<file path="config.mk">
export PLATFORM = sky130hd
export DESIGN_NAME = regfile_mp_flat
export DESIGN_NICKNAME = d
export VERILOG_FILES = /design/src/rtl/regfile_mp_if.sv /design/src/rtl/regfile_mp.sv /design/src/flat_wrapper.sv
export SDC_FILE = /design/constraint.sdc
export NUM_CORES = 2
export LEC_CHECK = 0
export BUFFER_PORTS_ARGS = -buffer_cell sky130_fd_sc_hd__buf_2
export CORE_AREA = 2 2 366 368
export DETAILED_ROUTE_END_ITERATION = 7
export DIE_AREA = 0 0 368 370
export GPL_TIMING_DRIVEN = 0
export PLACE_DENSITY = 0.58
export SYNTH_ARGS = -nofsm -noshare
export SYNTH_HDL_FRONTEND = slang
export SYNTH_SLANG_ARGS = --single-unit
</file>
<file path="constraint.sdc">
create_clock -name clk -period 7.55 [get_ports clk]
set_input_delay 1.8875 -clock clk [delete_from_list [all_inputs] [get_ports clk]]
set_output_delay 1.8875 -clock clk [all_outputs]
set_load 0.1 [all_outputs]
</file>
<file path="src/rtl/regfile_mp_if.sv">
// Register-file bus interface: read ports from decode, write ports from
// writeback, plus the clear-sequencer status seen by the pipeline.
interface regfile_mp_if #(
    parameter int XLEN = 32,
    parameter int IDXW = 5,
    parameter int NRD  = 2
) ();

    // Read side: port k uses ra[k*IDXW +: IDXW] and rd[k*XLEN +: XLEN].
    logic [NRD*IDXW-1:0] ra;
    logic [NRD*XLEN-1:0] rd;

    // Write side: two ports packed the same way as the read side.
    logic [1:0]          we;
    logic [2*IDXW-1:0]   wa;
    logic [2*XLEN-1:0]   wd;

    // Clear sequencer status.
    logic                busy;
    logic                clr_done;

    // Pipeline side: drives addresses and write data, receives read data.
    modport master (
        output ra, we, wa, wd,
        input  rd, busy, clr_done
    );

    // Register-file side.
    modport slave (
        input  ra, we, wa, wd,
        output rd, busy, clr_done
    );

endinterface

</file>
<file path="src/rtl/regfile_mp.sv">
// Multi-port register file with two write ports, same-cycle write-to-read
// bypass, port-1-wins conflict resolution, an optional hardwired-zero entry
// and a clear sequencer that zeroes storage after every reset.
module regfile_mp #(
    parameter int XLEN     = 32,
    parameter int DEPTH    = 32,
    parameter int IDXW     = 5,
    parameter int NRD      = 2,
    parameter int ZERO_REG = 1
) (
    input  logic         clk,
    input  logic         reset,
    regfile_mp_if.slave  bus_if
);

    // Elaboration-time sanity checks on the geometry.
    if (DEPTH != (1 << IDXW)) begin : g_bad_idxw
        $error("regfile_mp: DEPTH must equal 2**IDXW");
    end
    if (DEPTH < 4) begin : g_bad_depth
        $error("regfile_mp: DEPTH must be at least 4");
    end
    if (NRD < 1 || NRD > 4) begin : g_bad_nrd
        $error("regfile_mp: NRD must be in 1..4");
    end

    localparam bit              ZR       = (ZERO_REG != 0);
    // Entry 0 never needs clearing when it is hardwired, so the sweep skips it.
    localparam logic [IDXW-1:0] PTR_INIT = ZR ? IDXW'(1) : '0;
    localparam logic [IDXW-1:0] LAST_IDX = IDXW'(DEPTH - 1);

    typedef enum logic [1:0] {
        ST_CLEAR,
        ST_DONE,
        ST_RUN
    } state_e;

    state_e          state_q, state_d;
    logic [IDXW-1:0] ptr_q,   ptr_d;

    logic [XLEN-1:0] rf_q [DEPTH];

    // Unpacked views of the write ports.
    logic [IDXW-1:0] wa0, wa1;
    logic [XLEN-1:0] wd0, wd1;

    assign wa0 = bus_if.wa[0 +: IDXW];
    assign wa1 = bus_if.wa[IDXW +: IDXW];
    assign wd0 = bus_if.wd[0 +: XLEN];
    assign wd1 = bus_if.wd[XLEN +: XLEN];

    // Storage is open for writes and bypass only in DONE/RUN outside reset.
    logic active;
    logic clr_en;
    logic wr0_en, wr1_en;

    assign active = !reset && (state_q == ST_DONE || state_q == ST_RUN);
    assign clr_en = !reset && (state_q == ST_CLEAR);

    // Port 0 yields to port 1 on an address collision; writes to a hardwired
    // zero entry are dropped so that entry is never touched.
    assign wr0_en = active && bus_if.we[0]
                    && !(ZR && wa0 == '0)
                    && !(bus_if.we[1] && wa1 == wa0);
    assign wr1_en = active && bus_if.we[1]
                    && !(ZR && wa1 == '0);

    // Status outputs are forced during reset so the pipeline stalls at once.
    assign bus_if.busy     = reset || (state_q == ST_CLEAR);
    assign bus_if.clr_done = !reset && (state_q == ST_DONE);

    // Sequencer state register; reset restarts the sweep from any state.
    always_ff @(posedge clk) begin
        // NOTE: sequential state uses non-blocking assignments so every
        // register samples its next value from the same pre-edge snapshot.
        if (reset) begin
            state_q <= ST_CLEAR;
            ptr_q   <= PTR_INIT;
        end else begin
            state_q <= state_d;
            ptr_q   <= ptr_d;
        end
    end

    // Sweep sequencing: walk ptr to the last entry, pulse DONE, then run.
    always_comb begin
        // NOTE: defaults first so no path through the case leaves a signal
        // unassigned, which would otherwise infer a latch.
        state_d = state_q;
        ptr_d   = ptr_q;
        case (state_q)
            ST_CLEAR: begin
                ptr_d = ptr_q + IDXW'(1);
                if (ptr_q == LAST_IDX) begin
                    state_d = ST_DONE;
                end
            end
            ST_DONE:  state_d = ST_RUN;
            ST_RUN:   state_d = ST_RUN;
            default:  state_d = ST_CLEAR;
        endcase
    end

    // Storage update: the sweep owns the array while clearing, otherwise the
    // two write ports do.
    always_ff @(posedge clk) begin
        // NOTE: the array has no reset branch on purpose; a flop-level reset
        // would blow up into DEPTH*XLEN reset nets and block RAM mapping.
        // Zeroing is done one entry per cycle by the clear sequencer instead.
        if (clr_en) begin
            rf_q[ptr_q] <= '0;
        end else begin
            if (wr0_en) begin
                rf_q[wa0] <= wd0;
            end
            if (wr1_en) begin
                rf_q[wa1] <= wd1;
            end
        end
    end

    // Read ports: hardwired zero, then bypass (port 1 first), then storage.
    for (genvar k = 0; k < NRD; k++) begin : g_rd
        logic [IDXW-1:0] ra_k;
        logic [XLEN-1:0] rd_k;

        assign ra_k = bus_if.ra[k*IDXW +: IDXW];

        // Combinational read mux for port k; zero outside DONE/RUN.
        always_comb begin
            rd_k = '0;
            if (active) begin
                if (ZR && ra_k == '0) begin
                    rd_k = '0;
                end else if (bus_if.we[1] && wa1 == ra_k) begin
                    rd_k = wd1;
                end else if (bus_if.we[0] && wa0 == ra_k) begin
                    rd_k = wd0;
                end else begin
                    rd_k = rf_q[ra_k];
                end
            end
        end

        assign bus_if.rd[k*XLEN +: XLEN] = rd_k;
    end

endmodule

</file>
<file path="src/flat_wrapper.sv">
// flat-port wrapper written by rule: the top's interface ports become plain ports
module regfile_mp_flat 
#(
    parameter int XLEN     = 32,
    parameter int DEPTH    = 32,
    parameter int IDXW     = 5,
    parameter int NRD      = 2,
    parameter int ZERO_REG = 1
)
  (clk, reset, bus_if_ra, bus_if_we, bus_if_wa, bus_if_wd, bus_if_rd, bus_if_busy, bus_if_clr_done);
  regfile_mp_if #(.XLEN(XLEN), .IDXW(IDXW), .NRD(NRD)) bus_if_i ();
  input  logic clk;
  input  logic reset;
  input wire logic [$bits(bus_if_i.ra)-1:0] bus_if_ra;
  input wire logic [$bits(bus_if_i.we)-1:0] bus_if_we;
  input wire logic [$bits(bus_if_i.wa)-1:0] bus_if_wa;
  input wire logic [$bits(bus_if_i.wd)-1:0] bus_if_wd;
  output wire logic [$bits(bus_if_i.rd)-1:0] bus_if_rd;
  output wire logic [$bits(bus_if_i.busy)-1:0] bus_if_busy;
  output wire logic [$bits(bus_if_i.clr_done)-1:0] bus_if_clr_done;
  assign bus_if_i.ra = bus_if_ra;
  assign bus_if_i.we = bus_if_we;
  assign bus_if_i.wa = bus_if_wa;
  assign bus_if_i.wd = bus_if_wd;
  assign bus_if_rd = bus_if_i.rd;
  assign bus_if_busy = bus_if_i.busy;
  assign bus_if_clr_done = bus_if_i.clr_done;
  regfile_mp #(.XLEN(XLEN), .DEPTH(DEPTH), .IDXW(IDXW), .NRD(NRD), .ZERO_REG(ZERO_REG)) u_core (.clk(clk), .reset(reset), .bus_if(bus_if_i));
endmodule
</file>
==> results.py <==
metrics = {
    "run_status": {
        "status": "finished, violations left",
        "violations": "design-rule violations, max-capacitance violations, max-slew violations, negative setup slack",
    },
    "timing": {
        "relSlewSlack": -0.02418,
        "hold_viol": 0,
        "period_share": 1.018,
        "finClkSkew_ps": 38.22,
        "drv_slew": 12,
        "rsz0062_at_grt": "true",
        "fmax_ghz": 0.1302,
        "fin_tns_setup_ps": -270.8,
        "fin_crit_ps": 7682,
        "setup_violations": 4,
        "setup_ws_ps": -132.4,
        "worstMarginPinSlew_ps": 1536,
    },
    "worst_setup_path": {
        "r2r_slack_ps": 3310,
        "cp_slowest_cell": "clkbuf_1",
        "required_ps": 5660,
        "critPathMaxStageDelay_ps": 880,
        "end_kind": "output port",
        "crit_type": "input pin to output port",
        "cp_max_fo": 10,
        "path_cells": "buf_2, clkbuf_1, clkbuf_1, mux4_2, a22oi_1, nand2_1, o22ai_1, o2bb2ai_1, buf_2",
        "arrival_ps": 5790,
        "start_kind": "input pin",
    },
    "power_and_ir_drop": {
        "power_density_nw_per_um2": 217.0,
        "p_seq_frac": 0.448,
        "clkPwrFrac": 0.415,
        "worst_ir_drop_vdd_mv": 0.1875,
        "p_switching_mw": 4.108,
        "swShare": 0.2814,
        "combPwrFrac": 0.138,
        "internal-power_mw": 10.49,
        "p_leak_nw": 23.33,
    },
    "die": {
        "io_pins": 154,
        "core.rowCount": 134,
        "dieHeight_um": 370,
        "initial_core_util": 0.4465,
        "die_area_um2": 136200,
        "core_area_um2": 132500,
        "die_w_um": 368,
    },
    "clock_network": {
        "numCtsBuffers": 115,
        "root_buffer": "clkbuf_16",
        "htreeDepth": 3,
        "clock_latency_ps": 780,
        "clock_sinks": 1031,
        "hold_buffers": 0,
        "cts_tree": "yes",
        "clock_path_buffers": 3,
        "path_clk_slew_ps": 70,
    },
    "layout": {
        "final_area_um2": 67260,
        "utilization": 0.5078,
        "fin_nets": 5376,
        "syn2layout_area_growth_pct": 13.73,
        "layout-drive-gt1-share": 0.1957,
    },
    "placed_design": {
        "place_congestion": 1.032,
        "portBuffers": 107,
        "pre_cts_ws_ps": -57.01,
        "placed_cell_area_um2": 63240,
        "hpwl_um": 195700,
    },
    "synth": {
        "ys_ff_latch": 1031,
        "async_reset_ff_frac": 0,
        "post_synth_num_cell_types": 48,
        "synth_edf_count": 1024,
        "syn-num-nets": 5112,
        "ys_seq_area_frac": 0.5223,
        "synth_most_common_cell": "nand2_1",
        "synth_top_area_cell": "edfxtp_1",
        "syn-instance-count": 5019,
        "netlist_top_cells_area": "edfxtp_1 (52%), mux4_2 (19%), o21ai_0 (9.0%)",
        "syn_area_per_cell_um2": 11.78,
        "synthesis.area_um2": 59140,
        "synth_top_area_share": 0.5199,
        "synth-main-ff-cell": "edfxtp_1",
        "synth_warnings": 0,
        "yosys-top-cells-count": "nand2_1 (1158), o21ai_0 (1058), edfxtp_1 (1024)",
    },
    "route": {
        "drt-initial-drc-count": 8645,
        "routedWlPerCell_um": 34.77,
        "drc": 1,
        "vias": 48080,
        "vias_per_cell": 6.724,
        "firstDrtPassIters": 8,
        "ant_nets": 0,
        "routed_wl_um": 248600,
    },
    "grt": {
        "grt_pass1_wl_um": 340700,
        "grt_max_degree": 22,
        "antenna_found_initial": 9,
        "gr-usage-all-layers": 0.3582,
        "overflow": 0,
        "grt_pass1_vias": 45590,
    },
    "flow_run": {
        "drv_cap": 2,
    },
    "min_path": {
        "hold_path.class": "register to register",
    },
}
==> final cells by class <==
class	instances	area (µm²)
fill	11640	65190
sequential	1031	30890
multi-input combinational	3308	25970
clock buffer	138	2985
buffer	640	2638
tap	1768	2212
timing repair buffer	148	1466
clock inverter	77	954.7
inverter	39	146.4
antenna	2	5.005
==> worst paths after layout <==
path | from | to | cells after the start
hold / removal | u_core.state_q[1] | u_core.state_q[1] | 2
setup reg to reg | u_core.state_q[1] | u_core.rf_q[16][19] | 11
hold reg to reg | u_core.state_q[1] | u_core.state_q[1] | 2
setup / recovery | bus_if_ra[2] | bus_if_rd[31] | 9
==> power groups by stage <==
stage,clock [mW],sequential [mW],combinational [mW]
floorplan,0,6.62,1.17
global placement,0,6.66,1.76
detailed placement,0,6.64,1.92
CTS,6.01,6.53,1.92
global route,6.23,6.55,2.04
finish,6.05,6.54,2.01
==> critical path: cells and delay by family <==
family          cells  cell delay, ps
buf+inv             4            2250
compound gates      3            1070
simple gates        1             150
mux                 1             420
==> layout by cell type (no fill, tap or decap), drive strengths merged, types with 52 or more instances in the layout <==
cell / count
a22oi: 256
buf: 301
clkbuf: 622
edfxtp: 1024
mux4: 512
nand2: 1158
nor2: 52
o21ai: 1058
o22ai: 95
o2bb2ai: 64
==> cells by family after synthesis <==
| group | Yosys count | synth area share |
|---|---|---|
| xor gates and xnor gates | 28 | 0.004147 |
| buffers and inverters | 680 | 0.04661 |
| AOI/OAI and AO/OA | 1484 | 0.1441 |
| muxes | 524 | 0.1972 |
| and+or+nand+nor | 1267 | 0.08458 |
| adders and majority gates | 5 | 0.001058 |
| DFF | 1031 | 0.5223 |
==> through the flow <==
step	power [mW]	hold slack (ps)	std cells
2_1_floorplan	7.785	460.4	5019
3_3_place_gp	8.425	474.1	6894
3_5_place_dp	8.558	498.6	6933
5_1_grt	14.82	553.6	7150
6_report	14.60	505.0	7151
4_1_cts	14.46	516.6	7148
==> routing by layer <==
metal	share of wire	vias to the layer above	routed length [µm]	global-route usage
met5	0.00010	-	25	0
met4	0.044	4	11030	0.1424
met3	0.15	542	37630	0.1316
met2	0.43	3632	106900	0.5258
met1	0.37	24240	93030	0.4834
li1	-	19670	-	-
==> flip-flops by register name (all words and copies together), names as in the netlist <==
| register | flops |
|---|---|
| u_core.rf_q | 1024 |
| u_core.state_q | 2 |
| u_core.ptr_q | 5 |
==> what timing repair did <==
action                                  CTS  global route
buffers inserted                          0             0
endpoints found under the setup margin    5            17
gates resized for setup                   2            31
(Power assumes the default switching activity.)
